## src/rtl/sign_extend_pkg.sv

```systemverilog
// sign_extend_pkg: shared extension modes and default widths for the immediate-extension unit
package sign_extend_pkg;
    localparam int IMM_W  = 9;
    localparam int DATA_W = 16;

    typedef enum logic [1:0] {
        SEXT      = 2'b00,
        ZEXT      = 2'b01,
        SEXT_SHL1 = 2'b10,
        UPPER     = 2'b11
    } ext_mode_t;
endpackage

```

## src/rtl/sign_extend_if.sv

```systemverilog
// sign_extend_if: decode-stage immediate bus
//   immed, mode, in_valid           : driven by the decoder (master)
//   ext_immed, ext_immed_q, out_valid : driven by the extension unit (slave)
interface sign_extend_if
    import sign_extend_pkg::*;
#(
    parameter int IN_W  = IMM_W,
    parameter int OUT_W = DATA_W
);
    logic [IN_W-1:0]  immed;
    ext_mode_t        mode;
    logic             in_valid;
    logic [OUT_W-1:0] ext_immed;
    logic [OUT_W-1:0] ext_immed_q;
    logic             out_valid;

    modport master (
        output immed, mode, in_valid,
        input  ext_immed, ext_immed_q, out_valid
    );

    modport slave (
        input  immed, mode, in_valid,
        output ext_immed, ext_immed_q, out_valid
    );
endinterface

```

## src/rtl/sign_extend_core.sv

```systemverilog
// sign_extend_core: combinational immediate widening selected by mode
//   immed : raw immediate, mode : extension mode, r : widened result
//   SIGN_EXTEND_SHIFT_EN enables the SEXT_SHL1 and UPPER modes
module sign_extend_core
    import sign_extend_pkg::*;
#(
    parameter int IN_W  = IMM_W,
    parameter int OUT_W = DATA_W
) (
    input  logic [IN_W-1:0]  immed,
    input  ext_mode_t        mode,
    output logic [OUT_W-1:0] r
);
    logic [OUT_W-1:0] sext;
    logic [OUT_W-1:0] zext;

    assign sext = {{(OUT_W-IN_W){immed[IN_W-1]}}, immed};
    assign zext = {{(OUT_W-IN_W){1'b0}}, immed};

`ifdef SIGN_EXTEND_SHIFT_EN
    always_comb begin
        r = mode == SEXT_SHL1 ? {sext[OUT_W-2:0], 1'b0} :
            mode == UPPER     ? {immed, {(OUT_W-IN_W){1'b0}}} :
            mode == ZEXT      ? zext : sext;
    end
`else
    // Without the shift logic, the two upper modes fall back to plain SEXT.
    always_comb begin
        r = mode == ZEXT ? zext : sext;
    end
`endif
endmodule

```

## src/rtl/sign_extend.sv

```systemverilog
// sign_extend: 9->16 bit immediate extension with combinational and registered outputs
//   clk, rst_n : clock (registered path only) and async active-low reset
//   bus        : sign_extend_if slave (immed/mode/in_valid in, ext_immed/ext_immed_q/out_valid out)
//   SIGN_EXTEND_SHIFT_EN enables the SEXT_SHL1 and UPPER modes on the registered path
module sign_extend
    import sign_extend_pkg::*;
#(
    parameter int IN_W  = IMM_W,
    parameter int OUT_W = DATA_W
) (
    input logic          clk,
    input logic          rst_n,
    sign_extend_if.slave bus
);
    logic [OUT_W-1:0] r;

    // Mode is tied off so the ALU operand path never sees mode or in_valid.
    sign_extend_core #(.IN_W(IN_W), .OUT_W(OUT_W)) u_comb (
        .immed (bus.immed),
        .mode  (SEXT),
        .r     (bus.ext_immed)
    );

    sign_extend_core #(.IN_W(IN_W), .OUT_W(OUT_W)) u_reg (
        .immed (bus.immed),
        .mode  (bus.mode),
        .r     (r)
    );

    always_ff @(posedge clk or negedge rst_n) begin
        if (!rst_n) begin
            bus.ext_immed_q <= '0;
            bus.out_valid   <= 1'b0;
        end else begin
            bus.out_valid <= bus.in_valid;
            if (bus.in_valid) bus.ext_immed_q <= r;
        end
    end
endmodule

```

## src/flat_wrapper.sv

```systemverilog
// flat-port wrapper written by rule: the top's interface ports become plain ports
module sign_extend_flat import sign_extend_pkg::*;
#(
    parameter int IN_W  = IMM_W,
    parameter int OUT_W = DATA_W
)
  (clk, rst_n, bus_immed, bus_mode, bus_in_valid, bus_ext_immed, bus_ext_immed_q, bus_out_valid);
  sign_extend_if #(.IN_W(IN_W), .OUT_W(OUT_W)) bus_i ();
  input logic clk;
  input logic rst_n;
  input wire logic [$bits(bus_i.immed)-1:0] bus_immed;
  input wire logic [$bits(bus_i.mode)-1:0] bus_mode;
  input wire logic [$bits(bus_i.in_valid)-1:0] bus_in_valid;
  output wire logic [$bits(bus_i.ext_immed)-1:0] bus_ext_immed;
  output wire logic [$bits(bus_i.ext_immed_q)-1:0] bus_ext_immed_q;
  output wire logic [$bits(bus_i.out_valid)-1:0] bus_out_valid;
  assign bus_i.immed = bus_immed;
  assign bus_i.mode = bus_mode;
  assign bus_i.in_valid = bus_in_valid;
  assign bus_ext_immed = bus_i.ext_immed;
  assign bus_ext_immed_q = bus_i.ext_immed_q;
  assign bus_out_valid = bus_i.out_valid;
  sign_extend #(.IN_W(IN_W), .OUT_W(OUT_W)) u_core (.clk(clk), .rst_n(rst_n), .bus(bus_i));
endmodule
```

## config.mk

```make
export PLATFORM = sky130hd
export DESIGN_NAME = sign_extend_flat
export DESIGN_NICKNAME = d
export VERILOG_FILES = /design/src/rtl/sign_extend_pkg.sv /design/src/rtl/sign_extend_if.sv /design/src/rtl/sign_extend_core.sv /design/src/rtl/sign_extend.sv /design/src/flat_wrapper.sv
export SDC_FILE = /design/constraint.sdc
export NUM_CORES = 1
export LEC_CHECK = 0
export CORE_ASPECT_RATIO = 1.2
export CORE_MARGIN = 2
export CORE_UTILIZATION = 32
export CTS_CLUSTER_SIZE = 25
export DETAILED_ROUTE_END_ITERATION = 7
export PLACE_DENSITY = 0.89
export SLEW_MARGIN = 20
export SYNTH_ARGS = -nofsm -noshare
export SYNTH_HDL_FRONTEND = slang
export SYNTH_SLANG_ARGS = --single-unit
```

## constraint.sdc

```tcl
create_clock -name clk -period 0.9 [get_ports clk]
set_input_delay 0.09 -clock clk [delete_from_list [all_inputs] [get_ports clk]]
set_output_delay 0.09 -clock clk [all_outputs]
set_load 0.05 [all_outputs]
```

==> summary.md, run 1 <==
| Metric | Value |
|---|---|
| WP data required | around 810 ps |
| Routed WL per cell | 15.05 um |
| Status | finished with violations |
| Mapped Nets | 62 |
| Tmin final | 1128 ps |
| Critical-path top delay cell | dfrtp_4 |
| CP Cell Sequence | buf_12 |
| Yosys cell types | 10 |
| CP arrival | 1040 ps |
| Crit path max fanout | 8 |
| # port buffers | 46 |
| Die X | 43.43 um |
| Syn Area/Cell | ~12 um2 |
| Post-DP Area | 1304 um2 |
| WL final | 1505 um |
| Congestion Overflow GR | 0 |
| # IOs | 47 |
| N_diodes | 0 |
| Vias per cell | 4.300 |
| Layout cell share with drive strength beyond 1 | 0.7407 |
| Startpoint types | register |
| CTS tree | built |
| Die area | 2228 um2 |
| WP buf/inv | 1 |
| Initial antenna violation count | 0 |
| Peak VDD IR | 1.112 mV |
| Vias in the first global route | 480 |
| Max Freq | about 890 MHz |
| Leading post-synthesis cells by cell area | dfrtp_1, buf_4, mux2_4, buf_6, mux2_2 |
| Pins Over Slew Limit | 0 |
| Mapped Cells | 48 |
| Relative slew margins | 0.8460 |
| Floorplan row count | 17 |
| HPWL after detailed placement | 1292 um |
| Clock Latency Late Sink | 260 ps |
| ANT nets after route | 0 |
| Setup Skew | 0 ps |
| Setup TNS | -1917 ps |
| Hold WS | around 100 ps |
| Synth area leader | dfrtp_1 |
| Post-route non-filler standard cell count | 100 |
| CP top delay family | flip-flops |
| Gpl congestion | 0.6704 |
| Total power per unit cell area | approximately 1500 nW/um2 |
| Die H | ~50 um |
| LEAKAGE | between 0.6 and 0.7 nW |
| Root Driver | clkbuf_4 |
| Post-synth top area share | 0.4612 |
| Htree depth | 1 |
| Worst min path class | input pin to register |
| GRT Total Usage | 0.1529 |
| Fin. Hold Viols | 0 |
| Slowest cell delay on critical path | 590 ps |
| Clock Pin Slew Worst Setup and Hold Paths | 80 ps |
| First-pass GRT wire length | 2421 um |
| Failing checks | setup timing |
| Filler Cells Inserted | 100 |
| Pwr Total | between 2 and 2.5 mW |
| Sequential share of the synthesized area | 0.4612 |
| Setup WS pre-CTS | -316.7 ps |
| Synth Register Bits | 11 |
| Finished Cell Area | about 1300 um2 |
| Unrepaired setup endpoints after global routing | yes |
| Setup violations, final | 17 |
| Vias | 430 |
| Sink Count | 11 |
| Placed insts | 96 |
| Cell Area, Synth | 596.8 um2 |
| CP Capture Type | output pin |
| DRC viols | 0 |
| 1st-iter DRT viols | 0 |
| Core Util, Final | 0.7412 |
| # nets final | 96 |
| Largest net degree at the start of global routing | 12 |
| Drt pass-1 iters | 1 |
| Final Cycle Share | 1.254 |
| Max Cap Viol | 0 |
| Num CTS Buffers | 3 |
| Area Growth Syn to Fin | 124.5% |
| Yosys warnings | 0 |
| Post-CTS Setup Inserts | 0 |
| Max clock buf depth | 2 |
| Core ar. | 1808 um2 |
| Worst-Margin Slew | 231.0 ps |
| Setup ws final | -228.2 ps |
| WS Path Type | register to output pin |
| Initial core utilization | 0.3301 |
routing by layer:
layer | vias to the layer above | global-route usage | part of all wire
met5 | - | 0 | 0
met4 | 0 | 0.06061 | 0.027
met3 | 6 | 0.04240 | 0.052
met2 | 24 | 0.2910 | 0.62
met1 | 199 | 0.1516 | 0.30
li1 | 201 | - | -
area by class of cell:
cell class,instances,area (um2),area share
inverters,2,7.507,0.005602
clock inverters,1,5.005,0.003735
well taps,19,23.77,0.01774
flip-flops and latches,11,289.0,0.2157
clock buffers,3,22.52,0.01681
multi-input cells,12,137.6,0.1027
repair buffers,52,854.6,0.6377
cells by family (layout without fill, tap and decap cells):
| group | after synthesis | count (layout) | share of synthesized area |
|---|---|---|---|
| buffers and inverters | 25 | 58 | 0.3082 |
| DFF | 11 | 11 | 0.4612 |
| muxes | 8 | 8 | 0.1950 |
| AOI/OAI and AO/OA | 2 | 2 | 0.01887 |
| and+or+nand+nor | 2 | 2 | 0.01677 |
final timing paths:
kind                                       startpoint                    endpoint  slack (ps)  cells past startpoint
setup reg to reg           u_core.bus.ext_immed_q[14]  u_core.bus.ext_immed_q[14]          40                      2
hold reg to reg             u_core.bus.ext_immed_q[5]   u_core.bus.ext_immed_q[5]         560                      1
min in group asynchronous                       rst_n   u_core.bus.ext_immed_q[0]         110                      2
max in group asynchronous                       rst_n  u_core.bus.ext_immed_q[14]         620                      2
setup / recovery           u_core.bus.ext_immed_q[14]         bus_ext_immed_q[12]        -230                      1
hold / removal                           bus_immed[6]   u_core.bus.ext_immed_q[6]         100                      2
power by group:
part           switching [mW]  total, mW  internal (mW)
sequential             0.0734      0.624          0.551
clock                   0.177      0.341          0.164
combinational           0.522       1.06          0.535
total                   0.773       2.02           1.25
worst reg2reg max path: cells and delay by family, from the launching register on:
family	cells	cell delay, ps
AO/OA/AOI/OAI	1	70
flip-flops	1	590
buffers and inverters	1	90
cell usage in the layout, fill, tap and decap left out, drive strengths merged:
cell | netlist | layout
o21ai | 1 | 1
mux2 | 8 | 8
dfrtp | 11 | 11
inv | 2 | 2
nor2b | 1 | 1
clkinv | 0 | 1
clkdlybuf4s50 | 0 | 9
dlymetal6s2s | 0 | 2
o22ai | 1 | 1
dlygate4sd2 | 0 | 2
nand2 | 1 | 1
clkbuf | 0 | 3
buf | 23 | 39
registers in the layout, summed over array words and instances, names as in the netlist:
| register | flops |
|---|---|
| u_core.bus.ext_immed_q | 10 |
| u_core.bus.out_valid | 1 |
synthesized netlist by cell type:
cell,n
dfrtp_1,11
o21ai_0,1
o22ai_1,1
mux2_2,1
inv_1,2
mux2_4,7
buf_4,22
nor2b_1,1
buf_6,1
nand2_1,1
timing repair:
item,4_1_cts,5_1_grt
gates resized for setup,4,2
hold endpoints to repair,0,0
endpoints found under the setup margin,33,19
hold buffers,0,0
Power figures use the tool's default switching activity.
==> run 2, diff against run 1 <==
--- a/config.mk
+++ b/config.mk
@@ -8,9 +8,10 @@
 export CORE_ASPECT_RATIO = 1.2
 export CORE_MARGIN = 2
 export CORE_UTILIZATION = 32
+export CTS_BUF_LIST = sky130_fd_sc_hd__clkbuf_16
 export CTS_CLUSTER_SIZE = 25
 export DETAILED_ROUTE_END_ITERATION = 7
-export PLACE_DENSITY = 0.89
+export PLACE_DENSITY = 0.78
 export SLEW_MARGIN = 20
 export SYNTH_ARGS = -nofsm -noshare
 export SYNTH_HDL_FRONTEND = slang
==> run 2 against run 1 <==
Net effect:
- the flow still finishes with violations (setup timing)
- routed wire length is 9.7% lower
- largest cell class unchanged
- clock skew stayed put
- power is 22% higher
- critical path depth stayed put
- first-iteration DRC count is 3 higher
- clock-buffer cell count stayed put
- largest power group unchanged
==> summary.md, run 2 (synthesis gave the netlist of run 1 again) <==
| Metric | Value |
|---|---|
| Fin. Hold Viols | 0 (unchanged) |
| Hold buffer count at cts | 0 (unchanged) |
| Status | finished with violations (unchanged) |
| Largest reg by FF count | u_core.bus.ext_immed_q (unchanged) |
| Clk network pwr share | 0.316 (was 0.169) |
| Post-DP Area | 1319 um2 (was 1304 um2) |
| Final Cycle Share | 1.205 (was 1.254) |
| Slowest cell delay on critical path | 570 ps (was 590 ps) |
| Initial antenna violation count | 0 (unchanged) |
| Post-CTS Setup Inserts | 0 (unchanged) |
| CTS resizes | 5 (was 4) |
| Startpoint types | register (unchanged) |
| CTS tree | built (unchanged) |
| Vias per cell | 4.270 (was 4.300) |
| Grt met1 use | 0.1560 (was 0.1516) |
| CP Capture Type | output pin (unchanged) |
| Htree depth | 1 (unchanged) |
| Max clock buf depth | 2 (unchanged) |
| Setup TNS | -1286 ps (was -1917 ps) |
| Placed insts | 98 (was 96) |
| Combinational Power Share | 0.429 (was 0.523) |
| Layout cell share with drive strength beyond 1 | 0.7407 (unchanged) |
| WL final | 1359 um (was 1505 um) |
| Root Driver | clkbuf_16 (was clkbuf_4) |
| Initial core utilization | 0.3301 (unchanged) |
| # port buffers | 46 (unchanged) |
| Most frequent cells in the layout | buf_12, clkdlybuf4s50_1, dfrtp_2 (unchanged) |
| Die H | 51.31 um (unchanged) |
| Routed WL per cell | 13.59 um (was 15.05 um) |
| Worst min path class | input pin to async pin (was input pin to register) |
| Sw Ratio | 0.3215 (was 0.3823) |
| Setup Skew | 0 ps (unchanged) |
| Critical-path top delay cell | dfrtp_4 (unchanged) |
| CP Cell Sequence | buf_12 (unchanged) |
| Clock Latency Late Sink | 230 ps (was 260 ps) |
| GRT Total Usage | 0.1428 (was 0.1529) |
| Unrepaired setup endpoints after global routing | yes (unchanged) |
| DRC viols | 0 (unchanged) |
| Die area | 2228 um2 (unchanged) |
| HPWL after detailed placement | 1115 um (was 1292 um) |
| Total power per unit cell area | 1770 nW/um2 (was 1509 nW/um2) |
| # nets final | 96 (unchanged) |
| Met2 Use GR | 0.2388 (was 0.2910) |
| Setup ws final | -184.9 ps (was -228.2 ps) |
| Failing checks | setup timing (unchanged) |
| Gpl congestion | 0.6049 (was 0.6704) |
| Gr busiest metal | met2 (unchanged) |
| Crit path max fanout | 8 (unchanged) |
| CP top delay family | flip-flops (unchanged) |
| Internal | 1.671 mW (was 1.249 mW) |
| First-pass GRT wire length | 2311 um (was 2421 um) |
| Vias | 427 (was 430) |
| Sw Pwr | 792.0 uW (was 773.0 uW) |
| Largest register FFs | 10 (unchanged) |
| N_diodes | 0 (unchanged) |
| Area Growth Syn to Fin | 133.1% (was 124.5%) |
| ANT nets after route | 0 (unchanged) |
| Num CTS Buffers | 3 (unchanged) |
| Drt pass-1 iters | 2 (was 1) |
| Congestion Overflow GR | 0 (unchanged) |
| Core ar. | 1808 um2 (unchanged) |
| Die X | 43.43 um (unchanged) |
| # IOs | 47 (unchanged) |
| Max Freq | 921.8 MHz (was 886.4 MHz) |
| Tmin final | 1085 ps (was 1128 ps) |
| Sink Count | 11 (unchanged) |
| WP data required | 810 ps (about the same) |
| WP buf/inv | 1 (unchanged) |
| Post-route non-filler standard cell count | 100 (unchanged) |
| Biggest regs | u_core.bus.ext_immed_q: 10 flops, u_core.bus.out_valid: 1 flops (unchanged) |
| Largest net degree at the start of global routing | 12 (unchanged) |
| Clock Pin Slew Worst Setup and Hold Paths | 40 ps (was 80 ps) |
| CP arrival | 990 ps (was 1040 ps) |
| Floorplan row count | 17 (unchanged) |
| LEAKAGE | 0.6379 nW (was 0.6276 nW) |
| Worst-Margin Slew | 228.2 ps (was 231.0 ps) |
| Filler Cells Inserted | 98 (was 100) |
| Global-route met3 utilization | 0.07067 (was 0.04240) |
| 1st-iter DRT viols | 3 (was 0) |
| Finished Cell Area | 1391 um2 (was 1340 um2) |
| Sequential group share of total power | 0.255 (was 0.309) |
| Setup WS pre-CTS | -281.9 ps (was -316.7 ps) |
| Vias in the first global route | 478 (was 480) |
| Leading cell type in the layout, fill and taps excluded | buf_12 (unchanged) |
| Max Cap Viol | 0 (unchanged) |
| Pins Over Slew Limit | 0 (unchanged) |
| WS Path Type | register to output pin (unchanged) |
| Setup violations, final | 7 (was 17) |
| Peak VDD IR | 1.559 mV (was 1.112 mV) |
| Relative slew margins | 0.8478 (was 0.8460) |
-- run 2: cell types whose count changed in the layout (fill, tap and decap cells not counted), sizes merged --
cell / before / now
clkinv: 1 / 0
inv: 2 / 3
dlygate4sd2: 2 / 3
dlymetal6s2s: 2 / 0
clkdlybuf4s50: 9 / 10
-- run 2: layer usage --
layer | part of all wire | vias to the layer above
li1 | - | 198
met1 | 0.33 | 197
met3 | 0.099 | 2
met5 | 0 | -
met4 | 0.010 | 0
met2 | 0.56 | 30
-- run 2: worst paths after layout --
| check | from | end | slack (ps) | cells after the start |
|---|---|---|---|---|
| max in group asynchronous | rst_n | u_core.bus.ext_immed_q[14] | 560 | 2 |
| setup reg to reg | u_core.bus.ext_immed_q[14] | u_core.bus.ext_immed_q[14] | 10 | 2 |
| hold / removal | rst_n | u_core.bus.ext_immed_q[14] | 180 | 2 |
| min in group clk | bus_immed[0] | u_core.bus.ext_immed_q[0] | 270 | 2 |
| hold reg to reg | u_core.bus.ext_immed_q[7] | u_core.bus.ext_immed_q[7] | 550 | 1 |
| setup / recovery | u_core.bus.ext_immed_q[14] | bus_ext_immed_q[14] | -180 | 1 |
-- run 2: layout make-up --
type / count / area (um2) / area share
Inverter: 2 / 7.507 / 0.005396
Clock inverter: 1 / 3.754 / 0.002698
Timing Repair Buffer: 52 / 848.3 / 0.6097
Multi-Input combinational cell: 12 / 143.9 / 0.1034
Clock buffer: 3 / 75.07 / 0.05396
Tap cell: 19 / 23.77 / 0.01709
Sequential cell: 11 / 289.0 / 0.2077
-- run 2: stage by stage --
stage	utilization	power, mW	hold WS [ps]
after global placement	0.7294	1.687	398.8
final	0.7696	2.463	178.1
after detailed placement	0.7294	1.700	433.9
after global routing	0.7696	2.562	190.3
after CTS	0.7661	2.488	184.9
after floorplan	-	1.155	-205.6
-- run 2: power by group through the flow --
stage / registers, mW / logic, mW / clock network [mW]
detailed placement: 0.632 / 1.07 / 0
global placement: 0.631 / 1.06 / 0
CTS: 0.629 / 1.06 / 0.800
floorplan: 0.754 / 0.401 / 0
global route: 0.634 / 1.09 / 0.839
finish: 0.627 / 1.06 / 0.779
